**config.mk**
```make
export PLATFORM = sky130hd
export DESIGN_NAME = wbu_mc
export DESIGN_NICKNAME = d
export VERILOG_FILES = /design/src/rtl/wbu_mc_pkg.sv /design/src/rtl/wbu_mc_wb_fifo.sv /design/src/rtl/wbu_mc.sv
export SDC_FILE = /design/constraint.sdc
export NUM_CORES = 1
export LEC_CHECK = 0
export CAP_MARGIN = 40
export CORE_MARGIN = 1.5
export CORE_UTILIZATION = 56
export CTS_BUF_LIST = sky130_fd_sc_hd__clkbuf_8
export DETAILED_ROUTE_END_ITERATION = 12
export GPL_TIMING_DRIVEN = 0
export PLACE_DENSITY = 0.91
export SLEW_MARGIN = 20
export SYNTH_ARGS = -nofsm -noshare
export SYNTH_HDL_FRONTEND = slang
export SYNTH_SLANG_ARGS = --single-unit
```
**constraint.sdc**
```tcl
create_clock -name clk -period 6 [get_ports clk]
set_input_delay 1.2 -clock clk [delete_from_list [all_inputs] [get_ports clk]]
set_output_delay 1.2 -clock clk [all_outputs]
set_load 0.03 [all_outputs]
```
**src/rtl/wbu_mc_pkg.sv**
```systemverilog
// wbu_mc_pkg: shared helpers for the multi-channel write-back unit.
//   clog2_min1 : ceil(log2(n)), never below 1 (for channel-index widths)
//   entry_w    : width of one buffered entry {wen, rd, data}
// Entry layout (LSB first): data [XLEN-1:0], rd [XLEN +: RADDR_W], wen at the top.
package wbu_mc_pkg;

  function automatic int clog2_min1(input int n);
    int r;
    r = 0;
    for (int i = 0; i < 31; i++) begin
      if ((1 << i) < n) r = i + 1;
    end
    return (r < 1) ? 1 : r;
  endfunction

  function automatic int entry_w(input int raddr_w, input int xlen);
    return 1 + raddr_w + xlen;
  endfunction

  function automatic int entry_rd_lsb(input int xlen);
    return xlen;
  endfunction

  function automatic int entry_wen_bit(input int raddr_w, input int xlen);
    return xlen + raddr_w;
  endfunction

endpackage

```
**src/rtl/wbu_mc_wb_fifo.sv**
```systemverilog
// wb_fifo: per-channel circular result buffer.
//   clk, rst_n : clock, async active-low reset
//   flush      : empties the buffer at the next edge, ignores a same-cycle push
//   push/wdata : write one entry (ignored when full)
//   pop        : drop the head entry (ignored when empty)
//   full/empty : occupancy flags
//   head       : current head entry
// Pointers carry one extra wrap bit so full and empty are distinguishable.
module wb_fifo #(
  parameter int DEPTH = 2,
  parameter int WIDTH = 8
) (
  input  logic             clk,
  input  logic             rst_n,
  input  logic             flush,
  input  logic             push,
  input  logic             pop,
  input  logic [WIDTH-1:0] wdata,
  output logic             full,
  output logic             empty,
  output logic [WIDTH-1:0] head
);

  localparam int AW = $clog2(DEPTH);

  logic [AW:0]      wr_ptr;
  logic [AW:0]      rd_ptr;
  logic [WIDTH-1:0] mem [DEPTH];
  logic             do_push;
  logic             do_pop;

  assign empty   = (wr_ptr == rd_ptr);
  assign full    = (wr_ptr[AW] != rd_ptr[AW]) && (wr_ptr[AW-1:0] == rd_ptr[AW-1:0]);
  assign head    = mem[rd_ptr[AW-1:0]];
  assign do_push = push && !full && !flush;
  assign do_pop  = pop && !empty && !flush;

  always_ff @(posedge clk or negedge rst_n) begin
    if (!rst_n) begin
      wr_ptr <= '0;
      rd_ptr <= '0;
    end else if (flush) begin
      wr_ptr <= '0;
      rd_ptr <= '0;
    end else begin
      if (do_push) wr_ptr <= wr_ptr + 1'b1;
      if (do_pop)  rd_ptr <= rd_ptr + 1'b1;
    end
  end

  // Storage needs no reset: the pointers alone define what is valid.
  always_ff @(posedge clk) begin
    if (do_push) mem[wr_ptr[AW-1:0]] <= wdata;
  end

endmodule

```
**src/rtl/wbu_mc.sv**
```systemverilog
// wbu_mc: multi-channel write-back unit.
//   clk, rst_n   : core clock, async active-low reset
//   flush        : discard all buffered and incoming results
//   in_valid/in_ready/in_wen/in_rd/in_data : NCH producer channels, packed per channel
//   gpr_wen/gpr_waddr/gpr_wdata            : registered GPR write port
//   retire_valid/retire_ch/retire_cnt      : registered retire report and running count
//   busy         : any channel buffer holds an entry
// One entry per cycle is granted round-robin across the channel buffers and
// registered onto the GPR port. Writes to x0 retire but never assert gpr_wen.
module wbu_mc
  import wbu_mc_pkg::*;
#(
  parameter int NCH     = 3,
  parameter int DEPTH   = 2,
  parameter int XLEN    = 64,
  parameter int RADDR_W = 5
) (
  input  logic                        clk,
  input  logic                        rst_n,
  input  logic                        flush,
  input  logic [NCH-1:0]              in_valid,
  output logic [NCH-1:0]              in_ready,
  input  logic [NCH-1:0]              in_wen,
  input  logic [NCH*RADDR_W-1:0]      in_rd,
  input  logic [NCH*XLEN-1:0]         in_data,
  output logic                        gpr_wen,
  output logic [RADDR_W-1:0]          gpr_waddr,
  output logic [XLEN-1:0]             gpr_wdata,
  output logic                        retire_valid,
  output logic [clog2_min1(NCH)-1:0]  retire_ch,
  output logic [63:0]                 retire_cnt,
  output logic                        busy
);

  localparam int CH_W    = clog2_min1(NCH);
  localparam int EW      = entry_w(RADDR_W, XLEN);
  localparam int RD_LSB  = entry_rd_lsb(XLEN);
  localparam int WEN_BIT = entry_wen_bit(RADDR_W, XLEN);

  logic [NCH-1:0]  full;
  logic [NCH-1:0]  empty;
  logic [NCH-1:0]  push;
  logic [NCH-1:0]  pop;
  logic [EW-1:0]   head [NCH];
  logic [CH_W-1:0] ptr;
  logic [CH_W-1:0] ptr_nxt;
  logic            grant_vld;
  logic [CH_W-1:0] grant_ch;
  logic [EW-1:0]   sel;
  logic [RADDR_W-1:0] sel_rd;
  int              idx;

  assign in_ready = ~full & {NCH{~flush}};
  assign push     = in_valid & in_ready;
  assign busy     = |(~empty);

  for (genvar i = 0; i < NCH; i++) begin : g_ch
    wb_fifo #(
      .DEPTH (DEPTH),
      .WIDTH (EW)
    ) u_fifo (
      .clk   (clk),
      .rst_n (rst_n),
      .flush (flush),
      .push  (push[i]),
      .pop   (pop[i]),
      .wdata ({in_wen[i], in_rd[i*RADDR_W +: RADDR_W], in_data[i*XLEN +: XLEN]}),
      .full  (full[i]),
      .empty (empty[i]),
      .head  (head[i])
    );
  end

  // Round-robin scan starting at ptr; first non-empty channel wins.
  always_comb begin
    grant_vld = 1'b0;
    grant_ch  = '0;
    pop       = '0;
    ptr_nxt   = ptr;
    idx       = 0;
    for (int k = 0; k < NCH; k++) begin
      idx = (int'(ptr) + k) % NCH;
      if (!grant_vld && !flush && !empty[idx]) begin
        grant_vld = 1'b1;
        grant_ch  = CH_W'(idx);
      end
    end
    if (grant_vld) begin
      pop[grant_ch] = 1'b1;
      if (int'(grant_ch) == NCH - 1) ptr_nxt = '0;
      else                           ptr_nxt = grant_ch + CH_W'(1);
    end
  end

  assign sel    = head[grant_ch];
  assign sel_rd = sel[RD_LSB +: RADDR_W];

  always_ff @(posedge clk or negedge rst_n) begin
    if (!rst_n) begin
      ptr          <= '0;
      gpr_wen      <= 1'b0;
      gpr_waddr    <= '0;
      gpr_wdata    <= '0;
      retire_valid <= 1'b0;
      retire_ch    <= '0;
      retire_cnt   <= '0;
    end else begin
      gpr_wen      <= 1'b0;
      retire_valid <= 1'b0;
      if (grant_vld) begin
        gpr_wen      <= sel[WEN_BIT] && (sel_rd != '0);
        gpr_waddr    <= sel_rd;
        gpr_wdata    <= sel[XLEN-1:0];
        retire_valid <= 1'b1;
        retire_ch    <= grant_ch;
        retire_cnt   <= retire_cnt + 64'd1;
        ptr          <= ptr_nxt;
      end
    end
  end

endmodule

```
# == After elaboration in Yosys (flattened, before gate mapping) ==
# Memory sizes are Yosys's and may differ from the RTL's.
# Index checks and enable logic that the tools add are counted.
# Widths: inputs -> output; s select.
# totals
mem_bits_rw,420
reg_bits,151
inputBits,216
output_inout_bits,141
memories,3
# mem_list
memory,words,width,read_ports,rd_ports_with_merged_regs,write_ports,line,text
g_ch[0].u_fifo.mem,2,70,1,0,1,wbu_mc_wb_fifo.sv:28,logic [WIDTH-1:0] mem [DEPTH];
g_ch[1].u_fifo.mem,2,70,1,0,1,wbu_mc_wb_fifo.sv:28,
g_ch[2].u_fifo.mem,2,70,1,0,1,wbu_mc_wb_fifo.sv:28,
# classes
magnitude_cmp,6
n_mux,42
reduce_logical,42
n_eq_ne,10
bitwise,6
n_div,3
addsub,10
# ops
op,count
$bmux 70 s2,1
$mux 70,2
$lt 32x4->1 const B,3
$add 64x1->64 const B,1
$mod 32x3->32 const B,2
$mod 3x3->32 const B,1
$mux 2,16
$logic_and 1x1->1,22
$mux 1,18
$add 2x1->2 const B,7
$logic_not 1->1,12
$reduce_bool 2->1,6
$and 3x3->3,2
$bmux 1 s2,3
$eq 2x2->1,3
$not 3->3,2
$reduce_bool 5->1,1
$add 2x1->3 const B,1
$add 2x2->3 const B,1
$eq 1x1->1,3
$ge 3x3->1 const B,1
$lt 2x3->1 const B,1
$mux 3,1
$ne 1x1->1,3
6 further kinds,6

# == Depth between registers and ports, before layout ==
# logic_depth
ltp_word,24
depth_mapped,13
ltp_nobuf,9

# == Hierarchy ==
# Synthesis repeated with hierarchy kept, for this count alone.
# hier_totals
hier_cells,1393
hier_area_um2,22739.3
# modules_own_cells
module,seq_area_each_um2,area_each_um2,cells_each,instances
wbu_mc,3478.3,6752.7,645,1
wb_fifo (g_ch[2].u_fifo),4304.1,5336.4,250,1
wb_fifo (g_ch[0].u_fifo),4304.1,5326.4,249,1
wb_fifo (g_ch[1].u_fifo),4304.1,5323.9,249,1

# == Least setup slack after synthesis ==
# OpenSTA, ideal clock, no wires.
# synth_timing
kind,input to register
from,input port flush
to,"memory g_ch[1].u_fifo.mem[0][0] in the netlist's numbering, enable pin"
required_time_ns,5.501
slack_ns,0.438
arrival_time_ns,5.063
stages,4
path_buffers,1
cell_sequence,clkbuf_1 > a21oi_1 > nand2_1 > nor2_1
# synth_via
elab_chain_len,7
elab_cells_between_ends,8
# synth_lines
element,line,text
from (decl),wbu_mc.sv:20,"input logic flush,"
$not 1->1,wbu_mc.sv:53,assign in_ready = ~full & {NCH{~flush}};
$and 3x3->3,wbu_mc.sv:53,
net in_ready[1],wbu_mc.sv:22,"output logic [NCH-1:0] in_ready,"
$and 3x3->3,wbu_mc.sv:54,assign push = in_valid & in_ready;
$logic_and 1x1->1 (2 in series),wbu_mc_wb_fifo.sv:35,assign do_push = push && !full && !flush;
$mux 1,wbu_mc_wb_fifo.sv:53,if (do_push) mem[wr_ptr[AW-1:0]] <= wdata;
$mux 1 (not written as such),wbu_mc_wb_fifo.sv:53,
to (decl),wbu_mc_wb_fifo.sv:28,
# The timed path passes the listed nets, and every way through them passes these cells.

# == Worst setup path after layout ==
# layout_timing
from,input port flush
to,output port in_ready[2]
# layout_via
elab_chain_len,2
# layout_lines
element,line
$not 1->1,wbu_mc.sv:53
$and 3x3->3,wbu_mc.sv:53
to (decl),wbu_mc.sv:22
# No other way between the ends.

==> flow_summary.ini <==
[status]
outcome = complete, no violations

[flow_run]
cap_violations = 0

[floorplan]
dieArea_sq_um = 41220
die_h_microns = 203.0
row_count = 73
core_area_sq_um = 39640
ios = 357
initial_core_util_pct = 56.52
die_width_microns = 203.0

[finish]
fin_nets = 2052
finalInstanceArea_sq_um = 28840
n_fill_cell = 2397
area_growth_pct = 28.73
final_core_utilization_pct = 72.75
final_layout_size_suffix_gt1_share_pct = 17.26

[setup_path]
arrival_ns = 3.20
crit_path_end_kind = output pin
crit_start = flush
r2r_start = g_ch[1].u_fifo.rd_ptr[0]
path_class = input pin to output pin
cp-start-kind = input pin
rr_worst_depth = 9
worstReg2RegEnd = gpr_waddr[2]
worstPathRequired_ns = 4.80
critPathMaxFanout = 10
endpoint = in_ready[2]
regToRegSetupSlack_ns = 2.57

[synth]
async_flop_share_pct = 26.44
synth-seq-cells = 571
synthCells = 1363
synth.distinct_cells = 62
synth-edff-count = 420
yosysSeqAreaShare_pct = 73.16
syn_area_sq_um = 22400
synth_nets = 1582
yosysWarnings = 0
synthFlopType = edfxtp_1
synth_area_per_cell_sq_um = 16.44

[detailed_routing]
drtPass1Iterations = 6
via_count = 14540
route.antenna.remaining_nets = 0
drt_wl_total_microns = 62360
routed_via_density = 5.972
wl_per_cell_microns = 25.62
drt-initial-drc-count = 1453
drc = 0

[clocking]
holdBufCountCts = 0
cts_made_buffers = 88
clk_latency_ns = 0.66
cts_sinks = 571
max-clock-path-buffers = 3
path_clk_slew_ns = 0.06
cts_setup_buffers = 0
post_cts_resized = 0
htree_levels = 3
root_buffer = clkbuf_8
cts_tree = done

[sta]
period_share_pct = 73.25
timing.final.crit_period_ns = 4.395
hold_slack_ns = 0.4705
max_freq_ghz = 0.2275
clock_skew_ns = 0.02278
setup_viol_count_final = 0
tightest_slew_ns = 0.8599
maxSlewHeadroom_pct = 41.92
maxSlewViolCount = 0
rsz0062_at_grt = no
finalHoldViolations = 0

[place]
gp_congestion = 0.9281
post_dp_cell_area_sq_um = 27040
dp_hpwl_microns = 40980
port_buffers = 356

[grt]
grt_pass1_wl_microns = 91130
grt_pass1_vias = 15140
antenna_found_initial = 10
grt.overflow.total = 0
grt_use_total_pct = 30.19
grt_max_degree = 96

[pwr]
powerDensity_nw_per_um2 = 449.1
total_leakage_power_nw = 10.38
power_mw = 12.95
vdd_drop_max_mv = 0.3553

[worst_hold_path]
hold_path.class = register to register
-- state kept, by name, indices dropped and copies added, names as in the netlist, 2 cells and up --
register,count
g_ch.u_fifo.mem,420
g_ch.u_fifo.rd_ptr,6
g_ch.u_fifo.wr_ptr,6
gpr_waddr,5
gpr_wdata,64
ptr,2
retire_ch,2
retire_cnt,64
-- worst min path at each step --
| stage | from | endpoint | slack (ns) | cells after the start |
|---|---|---|---|---|
| after global routing | retire_cnt[63] | retire_cnt[63] | 0.48 | 1 |
| final | retire_cnt[63] | retire_cnt[63] | 0.47 | 1 |
| after detailed placement | retire_cnt[63] | retire_cnt[63] | 0.46 | 1 |
| after CTS | rst_n | retire_cnt[11] | 0.47 | 1 |
| after global placement | retire_cnt[63] | retire_cnt[63] | 0.46 | 1 |
| after floorplan | ptr[0] | ptr[0] | 0.48 | 1 |
-- worst max-delay path, stage by stage --
cell and delay (ns):
clkdlybuf4s50_1 0.50, clkbuf_1 0.30, a21oi_1 0.34, clkdlybuf4s50_1 0.84
-- routing by layer --
layer / part of all wire [%] / global-route usage (%)
met2: 50 / 51.08
met5: 0.14 / 0
met4: 3.8 / 13.17
met1: 36 / 36.48
met3: 10 / 8.202
-- per-stage QoR --
| step | worst slack, ns | cells | setup TNS [ns] |
|---|---|---|---|
| 2_1_floorplan | 0.4383 | 1363 | 0 |
| 3_3_place_gp | -2.871 | 2244 | -931.86 |
| 3_5_place_dp | 1.674 | 2263 | 0 |
| 4_1_cts | 1.662 | 2426 | 0 |
| 5_1_grt | 1.528 | 2433 | 0 |
| 6_report | 1.605 | 2434 | 0 |
-- final cells by class --
class | count | area, sq um | area share (%)
Tap cell | 525 | 656.9 | 2.278
Clock buffer | 93 | 1280 | 4.438
Antenna cell | 3 | 7.507 | 0.02603
Multi-Input combinational cell | 712 | 5650 | 19.59
Clock inverter | 70 | 452.9 | 1.570
Timing Repair Buffer | 380 | 4003 | 13.88
Buffer | 66 | 346.6 | 1.202
Sequential cell | 571 | 16390 | 56.83
Inverter | 14 | 52.55 | 0.1822
-- placed cells by master (no fill, tap or decap), types with 46 or more instances in the layout --
master / netlist / layout
a222oi_1: 46 / 46
clkbuf_8: 1 / 94
clkdlybuf4s50_1: 0 / 355
dfrtp_1: 151 / 151
edfxtp_1: 420 / 420
inv_1: 12 / 49
mux2_2: 134 / 134
mux2i_1: 91 / 91
nand2_1: 58 / 58
nor2_1: 75 / 72
-- power breakdown --
group          switching (mW)  total, mW  internal (mW)  leakage [nW]
combinational            2.80       4.71           1.90          3.60
sequential              0.287       5.05           4.77          5.77
clock                    1.53       3.19           1.66          1.01
total                    4.62       13.0           8.33          10.4
-- logic make-up (layout without fill, tap and decap cells) --
group | Yosys count | in the layout | share of synthesized area, %
muxes | 225 | 225 | 10.80
buffers and inverters | 80 | 623 | 1.781
adders and majority gates | 4 | 4 | 0.2178
AOI/OAI and AO/OA | 175 | 175 | 6.076
other | 0 | 3 | 0
DFF | 571 | 571 | 73.16
and+or+nand+nor | 227 | 227 | 4.697
xor gates and xnor gates | 81 | 81 | 3.267
-- cell usage after synthesis (4+ instances only) --
cell | n | area (sq um)
o21ai_1 | 15 | 75.07
inv_1 | 12 | 45.04
a221oi_1 | 10 | 87.58
a31oi_1 | 5 | 31.28
nor3_1 | 20 | 100.1
a21oi_1 | 12 | 60.06
xnor2_1 | 45 | 394.1
nor2_1 | 75 | 281.5
clkbuf_1 | 37 | 138.9
edfxtp_1 | 420 | 12610
o211ai_1 | 8 | 60.06
nand4_1 | 11 | 68.82
xor2_1 | 33 | 289.0
mux2_2 | 134 | 1509
nand3_1 | 27 | 135.1
buf_6 | 7 | 78.83
dfrtp_1 | 151 | 3779
a22o_1 | 4 | 35.03
o21ai_0 | 41 | 205.2
a222oi_1 | 46 | 460.4
buf_2 | 10 | 50.05
o21ba_2 | 4 | 40.04
a221oi_2 | 6 | 90.09
mux2i_1 | 91 | 910.9
buf_1 | 8 | 30.03
nand2_1 | 58 | 217.7
and3_1 | 15 | 93.84
a21o_1 | 4 | 30.03
No activity file was read; power rests on OpenSTA's default activity.
==> edit, RTL diff (same settings) <==
`DEPTH` is set to 2 in 2 places; all go to 4.
--- a/src/rtl/wbu_mc_wb_fifo.sv
+++ b/src/rtl/wbu_mc_wb_fifo.sv
@@ -7,7 +7,7 @@
 //   head       : current head entry
 // Pointers carry one extra wrap bit so full and empty are distinguishable.
 module wb_fifo #(
-  parameter int DEPTH = 2,
+  parameter int DEPTH = 4,
   parameter int WIDTH = 8
 ) (
   input  logic             clk,
--- a/src/rtl/wbu_mc.sv
+++ b/src/rtl/wbu_mc.sv
@@ -11,7 +11,7 @@
   import wbu_mc_pkg::*;
 #(
   parameter int NCH     = 3,
-  parameter int DEPTH   = 2,
+  parameter int DEPTH   = 4,
   parameter int XLEN    = 64,
   parameter int RADDR_W = 5
 ) (
Function: not settled (the Yosys comparison gave no result); the edit may change what the design does.
==> edit against the original RTL <==
  * Worst setup slack worse by 0.87 ns
  * Maximum frequency is 16% lower
  * Clock skew is 0.028 ns higher
  * Total power is 55% higher
  * Routed wire length is 54% higher
  * First-iteration DRC count is 49% higher
  * Synthesized area is 73% higher
  * Sequential power is 67% higher
  * Count of clock-buffer cells in the layout is 74 higher
  * Sequential cell count is 426 higher
  * Cell area is 64% higher
  * Worst hold slack worse by 0.096 ns
  * Non-clock buffer count is 49 higher
==> edit: results (changes against the original RTL) <==
| Metric | Value |
|---|---|
| Status | completed (unchanged) |
| CTS H-tree lvls | 4 (was 3) |
| Root buffer cell | clkbuf_8 (unchanged) |
| Net count, final | 2711 (was 2052) |
| 1st-pass router iterations | 6 (unchanged) |
| Total of max-cap violations | 0 (unchanged) |
| Synth Warn # | 0 (unchanged) |
| Rel. slew slack | 40.9% (was 41.9%) |
| Post-DR vias/cell | 6.08 (was 5.97) |
| Gr usage total | 27.4% (was 30.2%) |
| CTS Buffer Depth | 3 (unchanged) |
| Pins Over Slew Limit | 0 (unchanged) |
| Post-CTS Setup Repair Bufs | 0 (unchanged) |
| DP HPWL | 64400 um (was 41000 um) |
| EDFF count, synth | 840 (was 420) |
| Top post-synthesis cells by area | edfxtp_1 65%, mux4_2 12%, dfrtp_1 10% (was edfxtp_1 56%, dfrtp_1 17%, mux2_2 6.7%) |
| Maximum vdd ir drop | 282 uV (was 355 uV) |
| Fill cells | 4046 (was 2397) |
| Ys async rst share | 15.7% (was 26.4%) |
| Placed Area | 44200 um2 (was 27000 um2) |
| IO buf count | 356 (unchanged) |
| Max reg flops | 840 (was 420) |
| WL/cell | 27.0 um (was 25.6 um) |
| Worst Skew | 0.0508 ns (was 0.0228 ns) |
| Initial antenna violation count | 23 (was 10) |
| Switch share | 32.4% (was 35.7%) |
| Syn Nets | 2163 (was 1582) |
| Largest net degree at the start of global routing | 89 (was 96) |
| Commonest cells in the netlist | 840 x edfxtp_1, 210 x mux4_2, 157 x dfrtp_1 (was 420 x edfxtp_1, 151 x dfrtp_1, 134 x mux2_2) |
| Netlist cell types | 58 (was 62) |
| Leak pwr | 0.0164 uW (was 0.0104 uW) |
| CTS resizes | 0 (unchanged) |
| Clock transition at the registers of the reported paths | 0.06 ns (about the same) |
| Drt first-iter violations | 2169 (was 1453) |
| Number of global-route vias before repair | 22800 (was 15100) |
| Placer Congestion | 0.885 (was 0.928) |
| CTS Buf Count | 153 (was 88) |
| Sequential area share after synthesis | 75.0% (was 73.2%) |
| Share of cells above drive strength 1 | 20.1% (was 17.3%) |
| First-pass GRT wire length | 141000 um (was 91100 um) |
| Critical Path AT | 4.06 ns (was 3.20 ns) |
| Worst-path maximum fanout | 10 (unchanged) |
| Worst hold path type | input port to asynchronous set/reset pin (was flop to flop) |
| Predominant post-synthesis flop cell | edfxtp_1 (unchanged) |
| Clock Latency Late Sink | 0.82 ns (was 0.66 ns) |
-- edit: cell types whose count changed in the layout (fill, tap and decap cells not counted), sizes merged, moves of 24 or more --
| cell | unedited run | this run |
|---|---|---|
| inv | 51 | 81 |
| nand2 | 58 | 93 |
| mux2 | 134 | 50 |
| xnor2 | 45 | 19 |
| mux2i | 91 | 58 |
| mux4 | 0 | 210 |
| clkbuf | 131 | 231 |
| xor2 | 36 | 63 |
| nor2 | 75 | 22 |
| a222oi | 46 | 0 |
| edfxtp | 420 | 840 |
| clkinv | 22 | 46 |
| a211oi | 1 | 40 |
-- edit: path summary, 6_finish.rpt --
check                                         start       endpoint  slack [ns]  cells past startpoint
max reg2reg                g_ch[2].u_fifo.rd_ptr[1]        gpr_wen        1.63                      9
min                                           rst_n   gpr_wdata[0]        0.37                      1
max in group asynchronous                     rst_n  gpr_wdata[45]        4.68                      2
max                        g_ch[0].u_fifo.rd_ptr[0]           busy        0.74                      7
min reg2reg                           gpr_wdata[60]  gpr_wdata[60]        0.49                      1
min in group clk                      gpr_wdata[60]  gpr_wdata[60]        0.49                      1
-- edit: power by group through the flow --
stage	Clock (uW)	Combinational, uW	Sequential [uW]
after floorplan	0	3340	9000
after global placement	0	5780	8530
after detailed placement	0	6160	8530
after CTS	5520	6210	8400
after global routing	5810	6590	8440
final	5450	6260	8410
-- edit: per-layer routing --
layer	vias up	share of wire, %	track usage (%)
met3	253	9.0	7.58
met2	1168	51	45.2
met5	-	0.16	0
met1	11100	36	34.1
met4	22	3.7	12.1
li1	9010	-	-
-- edit: stage by stage --
stage          setup slack, ns  cells  TNS, ns
2_1_floorplan             1.63   1929        0
4_1_cts                  0.796   3528        0
6_report                 0.739   3550        0
5_1_grt                  0.560   3544        0
3_3_place_gp             -3.11   3216  -518.62
3_5_place_dp              1.08   3247        0
-- edit: cell families (layout without fill, tap and decap cells) --
logic type	after synthesis	count (layout)	synth area share [%]
buf+inv	123	797	1.30
compound gates	188	188	3.63
xor+xnor	82	82	1.89
mux	318	318	15.1
fa+ha+maj	19	19	0.608
flops	997	997	75.0
other cells	0	16	0
simple gates	202	202	2.47
-- edit: layout make-up --
class	count	area [um2]	area share (%)
inverter	21	78.8	0.167
antenna	16	40.0	0.0847
multi-input combinational	809	9270	19.6
sequential	997	29200	61.7
buffer	102	425	0.900
clock buffer	167	2300	4.86
tap	931	1160	2.46
clock inverter	114	697	1.47
timing repair buffer	393	4140	8.76
-- edit: worst max-delay path, cell delays in order, from the launching register on --
cell	delay, ns
dfrtp_1	0.41
buf_2	0.45
xor2_1	0.15
nor3_1	0.60
clkbuf_1	0.46
clkbuf_1	0.45
nand2_1	0.14
clkdlybuf4s50_1	0.62
